$ cat config.mk
export PLATFORM = sky130hd
export DESIGN_NAME = chunked_adder
export DESIGN_NICKNAME = d
export VERILOG_FILES = /design/src/rtl/chunked_adder_pkg.sv /design/src/rtl/chunked_adder_chunk_full_adder.sv /design/src/rtl/chunked_adder.sv
export SDC_FILE = /design/constraint.sdc
export NUM_CORES = 1
export LEC_CHECK = 0
export CORE_MARGIN = 3
export CORE_UTILIZATION = 50
export CTS_BUF_LIST = sky130_fd_sc_hd__clkbuf_8
export DETAILED_ROUTE_END_ITERATION = 16
export PLACE_DENSITY = 0.79
export SYNTH_ARGS = -nofsm -noshare
export SYNTH_HDL_FRONTEND = slang
export SYNTH_SLANG_ARGS = --single-unit
$ cat constraint.sdc
create_clock -name clk -period 3.2 [get_ports clk]
set_input_delay 0.32 -clock clk [delete_from_list [all_inputs] [get_ports clk]]
set_output_delay 0.32 -clock clk [all_outputs]
set_load 0.01 [all_outputs]
$ cat src/rtl/chunked_adder_pkg.sv
// Shared types and helpers for the chunked multi-cycle adder.
package chunked_adder_pkg;

    typedef enum logic [1:0] {
        IDLE = 2'd0,
        ADD  = 2'd1,
        DONE = 2'd2
    } state_t;

    // Width of the chunk index counter; never narrower than one bit so a
    // single-chunk configuration still has a real (constant-zero) register.
    function automatic int idx_width(input int nchunk);
        return (nchunk <= 1) ? 1 : $clog2(nchunk);
    endfunction

endpackage

$ cat src/rtl/chunked_adder_chunk_full_adder.sv
// N-bit ripple of full adders. Also exposes the carry into the top bit so the
// parent can form a signed overflow flag from the last chunk.
module chunk_full_adder
    import chunked_adder_pkg::*;
#(
    parameter int N = 2
) (
    input  logic [N-1:0] x,
    input  logic [N-1:0] y,
    input  logic         ci,
    output logic [N-1:0] s,
    output logic         co,
    output logic         c_msb_in
);

    logic carry;

    // Ripple the carry bit by bit, recording the carry that enters the MSB.
    always_comb begin
        carry    = ci;
        c_msb_in = 1'b0;
        s        = '0;
        for (int i = 0; i < N; i++) begin
            if (i == N - 1) begin
                c_msb_in = carry;
            end
            s[i]  = x[i] ^ y[i] ^ carry;
            carry = (x[i] & y[i]) | (carry & (x[i] ^ y[i]));
        end
        co = carry;
    end

endmodule

$ cat src/rtl/chunked_adder.sv
// Multi-cycle adder: adds two WIDTH-bit operands CHUNK bits per clock with the
// inter-chunk carry held in a register. Valid/ready handshakes on both sides.
//
//  state | meaning
//  ------+-------------------------------------------------------------
//  IDLE  | in_ready=1, waiting for operands; last result still visible
//  ADD   | one chunk added per cycle, idx selects the chunk
//  DONE  | out_valid=1, result held until out_ready
module chunked_adder
    import chunked_adder_pkg::*;
#(
    parameter int WIDTH = 8,
    parameter int CHUNK = 2
) (
    input  logic             clk,
    input  logic             rst_n,
    input  logic             in_valid,
    output logic             in_ready,
    input  logic [WIDTH-1:0] a,
    input  logic [WIDTH-1:0] b,
    input  logic             cin,
    input  logic             signed_md,
    output logic             out_valid,
    input  logic             out_ready,
    output logic [WIDTH-1:0] sum,
    output logic             cout,
    output logic             ovf
);

    if (WIDTH < 1 || CHUNK < 1 || (WIDTH % CHUNK) != 0) begin : g_param_check
        $fatal(1, "chunked_adder: WIDTH must be >= 1 and a multiple of CHUNK");
    end

    localparam int            NCHUNK   = WIDTH / CHUNK;
    localparam int            IW       = idx_width(NCHUNK);
    localparam logic [IW-1:0] LAST_IDX = IW'(NCHUNK - 1);

    state_t           state_q, state_d;
    logic [IW-1:0]    idx_q, idx_d;
    logic             carry_q, carry_d;
    logic [WIDTH-1:0] a_q, a_d;
    logic [WIDTH-1:0] b_q, b_d;
    logic             smd_q, smd_d;
    logic [WIDTH-1:0] sum_q, sum_d;
    logic             cout_q, cout_d;
    logic             ovf_q, ovf_d;
    logic             out_valid_q, out_valid_d;

    logic [CHUNK-1:0] a_chunk, b_chunk, s_chunk;
    logic             co_chunk, c_msb_in;

    // Select the chunk currently being added from the captured operands.
    always_comb begin
        a_chunk = CHUNK'(a_q >> (idx_q * CHUNK));
        b_chunk = CHUNK'(b_q >> (idx_q * CHUNK));
    end

    chunk_full_adder #(.N(CHUNK)) u_fa (
        .x        (a_chunk),
        .y        (b_chunk),
        .ci       (carry_q),
        .s        (s_chunk),
        .co       (co_chunk),
        .c_msb_in (c_msb_in)
    );

    // Next-state logic: capture in IDLE, one chunk per ADD cycle, hold in DONE.
    always_comb begin
        state_d     = state_q;
        idx_d       = idx_q;
        carry_d     = carry_q;
        a_d         = a_q;
        b_d         = b_q;
        smd_d       = smd_q;
        sum_d       = sum_q;
        cout_d      = cout_q;
        ovf_d       = ovf_q;
        out_valid_d = out_valid_q;
        case (state_q)
            IDLE: begin
                if (in_valid) begin
                    a_d     = a;
                    b_d     = b;
                    smd_d   = signed_md;
                    carry_d = cin;
                    idx_d   = '0;
                    sum_d   = '0;
                    cout_d  = 1'b0;
                    ovf_d   = 1'b0;
                    state_d = ADD;
                end
            end
            ADD: begin
                sum_d[idx_q*CHUNK +: CHUNK] = s_chunk;
                carry_d = co_chunk;
                idx_d   = idx_q + IW'(1);
                if (idx_q == LAST_IDX) begin
                    idx_d       = '0;
                    cout_d      = co_chunk;
                    ovf_d       = smd_q ? (c_msb_in ^ co_chunk) : co_chunk;
                    out_valid_d = 1'b1;
                    state_d     = DONE;
                end
            end
            DONE: begin
                if (out_ready) begin
                    out_valid_d = 1'b0;
                    state_d     = IDLE;
                end
            end
            default: begin
                out_valid_d = 1'b0;
                state_d     = IDLE;
            end
        endcase
    end

    // State, datapath and result registers; reset aborts any operation.
    always_ff @(posedge clk or negedge rst_n) begin
        if (!rst_n) begin
            state_q     <= IDLE;
            idx_q       <= '0;
            carry_q     <= 1'b0;
            a_q         <= '0;
            b_q         <= '0;
            smd_q       <= 1'b0;
            sum_q       <= '0;
            cout_q      <= 1'b0;
            ovf_q       <= 1'b0;
            out_valid_q <= 1'b0;
        end else begin
            state_q     <= state_d;
            idx_q       <= idx_d;
            carry_q     <= carry_d;
            a_q         <= a_d;
            b_q         <= b_d;
            smd_q       <= smd_d;
            sum_q       <= sum_d;
            cout_q      <= cout_d;
            ovf_q       <= ovf_d;
            out_valid_q <= out_valid_d;
        end
    end

    assign in_ready  = (state_q == IDLE);
    assign out_valid = out_valid_q;
    assign sum       = sum_q;
    assign cout      = cout_q;
    assign ovf       = ovf_q;

endmodule
---- Yosys cells after proc, flatten, opt, wreduce, memory -nomap -nowiden ----
Cells that the tools add are included.
word-level totals
  register bits ........................... 33
  input bits .............................. 22
  output and inout port bits .............. 12
  logic and storage cells ................. 62
operators by class
  add/subtract/negate cells ............... 2
  equal/unequal tests ..................... 6
  shift operators ......................... 4
  mux-type cells .......................... 21
  bitwise operators ....................... 12
  reduce and logical (&&, ||, !) cells .... 7
operators with widths
  operator                                                                count
  3-bit negator with 34-bit output                                        1
  2-bit by 34-bit variable shift with 8-bit output, first input constant  1
  2-bit by 34-bit indexed part select with 8-bit output                   1
  8-bit case mux with 2 select lines                                      1
  8-bit by 3-bit >> shifter with 2-bit output                             2
  2-bit two-way mux                                                       5
  3-bit AND reduction                                                     3
  8-bit bitwise mux                                                       1
  8-bit two-way mux                                                       1
  1-bit two-way mux                                                       7
  2-bit != test, second input constant                                    3
  1-bit case mux with 2 select lines                                      3
  2-bit case mux with 3 select lines                                      1
  1-bit XOR                                                               5
  1-bit AND                                                               4
  2-bit equality test, second input constant                              2
  2-bit case mux with 2 select lines                                      1
  2-bit AND reduction                                                     2
  1-bit case mux with 3 select lines                                      1
  2-bit by 1-bit adder with 2-bit output, second input constant           1
  2-bit by 1-bit equality test with 1-bit output, second input constant   1
  2-bit zero test                                                         1
  1-bit OR                                                                2
  2-bit nonzero test                                                      1
  1-bit inverter                                                          1

---- Depth between registers and ports, before layout ----
  word-level depth ........................ 10
  gate-level depth with buffers ........... 7
  gate-level depth less buffers ........... 6

---- Hierarchy ----
A second synthesis with hierarchy kept.
unflattened totals
  cell total of the unflattened synthesis .. 152
  area, all modules ....................... 1,631.6 um2
by module, submodules not included
  module            instances  cells an instance  area each (um2)  sequential area each (um2)
  chunked_adder     1          150                1,591.5          825.8
  chunk_full_adder  1          2                  40.0             0.0

---- Worst setup path after synthesis ----
Ideal clock, no wire load.
  path kind ............................... register -> register
  from .................................... reg idx_q[0]
  to ...................................... reg sum_q[7] (netlist: sum[7])
  setup time .............................. 0.067 ns
  arrival time ............................ 2.232 ns
  slack ................................... 0.901 ns
  cell stages (with the launch flop) ...... 8
  buffers on the path ..................... 1
  clock period less this slack ............ 2.299 ns
  cell sequence ........................... dfrtp_1 > buf_2 > mux4_2 > fa_1 > inv_1 > fa_1 > inv_1 > a32o_1
between the ends
  cells in the longest elaborated chain, start to end .. 8
  elaborated cells on any way between the ends .. 14
  classes of those cells .................. add/sub (1); shift (4); mux (2); bitwise (7)
RTL lines
  item                                                            RTL line                                                                    source
  start, declared                                                 chunked_adder.sv:39                                                         logic [IW-1:0] idx_q, idx_d;
  start signal, assigned                                          chunked_adder.sv:133                                                        idx_q <= idx_d;
  8-bit by 3-bit >> shifter with 2-bit output (on tied branches)  chunked_adder.sv:54, chunked_adder.sv:55
  1-bit XOR                                                       chunked_adder_chunk_full_adder.sv:27, chunked_adder_chunk_full_adder.sv:28
  1-bit AND                                                       chunked_adder_chunk_full_adder.sv:28                                        carry = (x[i] & y[i]) | (carry & (x[i] ^ y[i]));
  1-bit OR                                                        chunked_adder_chunk_full_adder.sv:28
  1-bit XOR                                                       chunked_adder_chunk_full_adder.sv:27                                        s[i] = x[i] ^ y[i] ^ carry;
  2-bit by 34-bit indexed part select with 8-bit output           chunked_adder.sv:94                                                         sum_d[idx_q*CHUNK +: CHUNK] = s_chunk;
  8-bit bitwise mux *                                             chunked_adder.sv:94
  8-bit case mux with 2 select lines *                            chunked_adder.sv:79                                                         case (state_q)
  end signal, assigned                                            chunked_adder.sv:138                                                        sum_q <= sum_d;
  end, declared                                                   chunked_adder.sv:44                                                         logic [WIDTH-1:0] sum_q, sum_d;
Mark *: on every way between the ends. The rest lies on a longest branch, timed or not.
A chain may end at the register's enable or synchronous reset.

---- Final worst setup path ----
Same ends and word-level chain as after synthesis.

==> run metrics <==
WP data required 3.42 ns; Nets 183; WP data arrival 2.68 ns; number of enable flip-flop cells after synthesis 0; # DRC 0; Peak VDD IR 0.557 mV; CP Capture Type flip-flop; register area share after synthesis 0.520; die width 62.4 µm; Vias 1,070; post-CTS sizing 0; RSZ-0062 raised after global routing false; global route overflow 0; I/O pin count 34; ant diodes 0; Gate Count Post-Synth 118; DRT Pass-1 Iters 4; clk buf depth 2; minimum clock period 2.46 ns; CTS root buf clkbuf_8; crit path kind reg -> reg; Tot GR Track Use 0.183; Slew @ Worst Pin 0.693 ns; Detail Route Antenna Nets 0; vias per cell 5.46; Ys Warns 0; PwrDens 1050 nW/µm²; Clock transition at path regs 0.06 ns; post-CTS setup buffers 0; CTS tree built; Area Growth Syn to Fin 28.0%; final wirelength 3060 µm; Static Leak 0.850 nW; DP HPWL 2310 µm; dominant cell type by area after synthesis dfrtp_1; slew margin rel. 0.537; period utilisation layout 0.767; crit start category flip-flop; synth top area cells dfrtp_1 (52%), mux2_2 (12%), mux4_2 (5.7%), ha_1 (3.9%), o2bb2ai_1 (3.3%); max-cap violations 0; most frequent cell after synthesis dfrtp_1; Main synth FF type dfrtp_1; Hold-fix buffers, CTS 0; CTS buffer count 5; Hold Vio Cnt, Final 0; Initial Utilization 0.548; synth unique cells 30; layout cells sized above 1 0.214; area share of the largest cell type after synthesis 0.520; Die Area 3890 µm²; Reg2Reg Depth 6; setup TNS 0 ns; Syn Area/Cell 13.5 µm²; Pins Over Slew Limit 0; initial antenna violation count 0; RePlAce Congestion 0.802; synthesized area 1590 µm²; largest net degree at the start of global routing 34; critical path fanouts, max 11; drt initial violations 27; Seq cells post-synth 33; Core ar. 2900 µm²; Cell Rows 19; Fin Clk Skew 0.00139 ns; outcome finished clean; setup violators final 0; first-pass GRT wire length 5530 µm; Async SR Flop Fraction 1.00; port bufs 33; Routed WL per cell 15.6 µm; Syn Nets 147; CTS Sinks 33; H-tree level count 2; height of the die 62.4 µm; synth cell count leaders dfrtp_1 (33), mux2_2 (17), inv_1 (7); post-route total power 2.13 mW; Hold Crit Class in -> async; Max Fclk 0.407 GHz; number of global-route vias before repair 1,180; Clock Latency Late Sink 0.28 ns
## stage by stage
stage	instances	setup WS, ns	hold WS [ns]	instance area, µm²	utilization
after floorplan	118	0.901	0.0244	1590	-
after global placement	189	0.800	0.475	1950	0.672
after detailed placement	189	0.741	0.488	1950	0.672
after CTS	196	0.728	0.437	2030	0.701
after global routing	196	0.599	0.469	2030	0.701
final	196	0.744	0.428	2030	0.701
## area by class of cell
| type | instances | area [µm²] |
|---|---|---|
| timing repair buffer | 35 | 345 |
| clock buffer | 6 | 82.6 |
| sequential | 33 | 826 |
| multi-input combinational | 72 | 698 |
| fill | 224 | 866 |
| inverter | 7 | 26.3 |
| tap | 42 | 52.6 |
| clock inverter | 1 | 3.75 |
## registers in the layout, indices dropped and copies added (netlist names)
register and count:
a_q 8, carry_q 1, state_q 2, b_q 8
sum 8, smd_q 1, ovf 1, cout 1
idx_q 2, out_valid 1
## power breakdown
part	internal (mW)	switching (mW)	leakage, nW
clock network	0.167	0.143	0.0485
logic	0.558	0.492	0.393
registers	0.608	0.162	0.409
total	1.33	0.797	0.850
## worst paths after layout
kind | from | end | slack (ns)
worst min-delay path | rst_n | state_q[1]$_DFFE_PN0P_ | 0.43
worst max-delay path | idx_q[0]$_DFFE_PN0P_ | sum[7]$_DFFE_PN0P_ | 0.74
worst min register to register | sum[0]$_DFFE_PN0P_ | sum[0]$_DFFE_PN0P_ | 0.49
worst max register to register | idx_q[0]$_DFFE_PN0P_ | sum[7]$_DFFE_PN0P_ | 0.74
min in group clk | sum[0]$_DFFE_PN0P_ | sum[0]$_DFFE_PN0P_ | 0.49
max in group asynchronous | rst_n | a_q[2]$_DFFE_PN0P_ | 2.48
## cells in the final DEF (no fill, tap or decap), types with 2 or more instances in the layout
| cell | instances |
|---|---|
| o21ai_0 | 3 |
| ha_1 | 5 |
| nand2_1 | 5 |
| mux2_2 | 17 |
| inv_1 | 8 |
| nor2_1 | 5 |
| dfrtp_1 | 33 |
| o2bb2ai_1 | 6 |
| a32o_1 | 2 |
| clkbuf_8 | 6 |
| nand3b_1 | 2 |
| a21oi_1 | 5 |
| mux4_2 | 4 |
| fa_1 | 2 |
| nor2b_1 | 2 |
| o31ai_1 | 2 |
| clkdlybuf4s50_1 | 33 |
| buf_4 | 2 |
## cells by family after synthesis
logic type	count (synthesis)	share of synthesized area
AOI/OAI and AO/OA	21	0.102
muxes	21	0.177
adders and majority gates	7	0.0646
DFF	33	0.520
buffers and inverters	13	0.0449
and+or+nand+nor	22	0.0866
xor gates and xnor gates	1	0.00551
## layer usage
metal | up-vias | GRT usage | share of wire
met5 | - | 0 | 0
met4 | 0 | 0.0744 | 0.015
met3 | 6 | 0.0701 | 0.063
met2 | 29 | 0.296 | 0.51
met1 | 537 | 0.221 | 0.41
li1 | 498 | - | -
## critical path, cell delays in order (launching register included)
cell and delay (ns):
dfrtp_1 0.61, mux4_2 0.59, fa_1 0.43, inv_1 0.08, fa_1 0.47, inv_1 0.08
a32o_1 0.15
(Power assumes the default switching activity.)
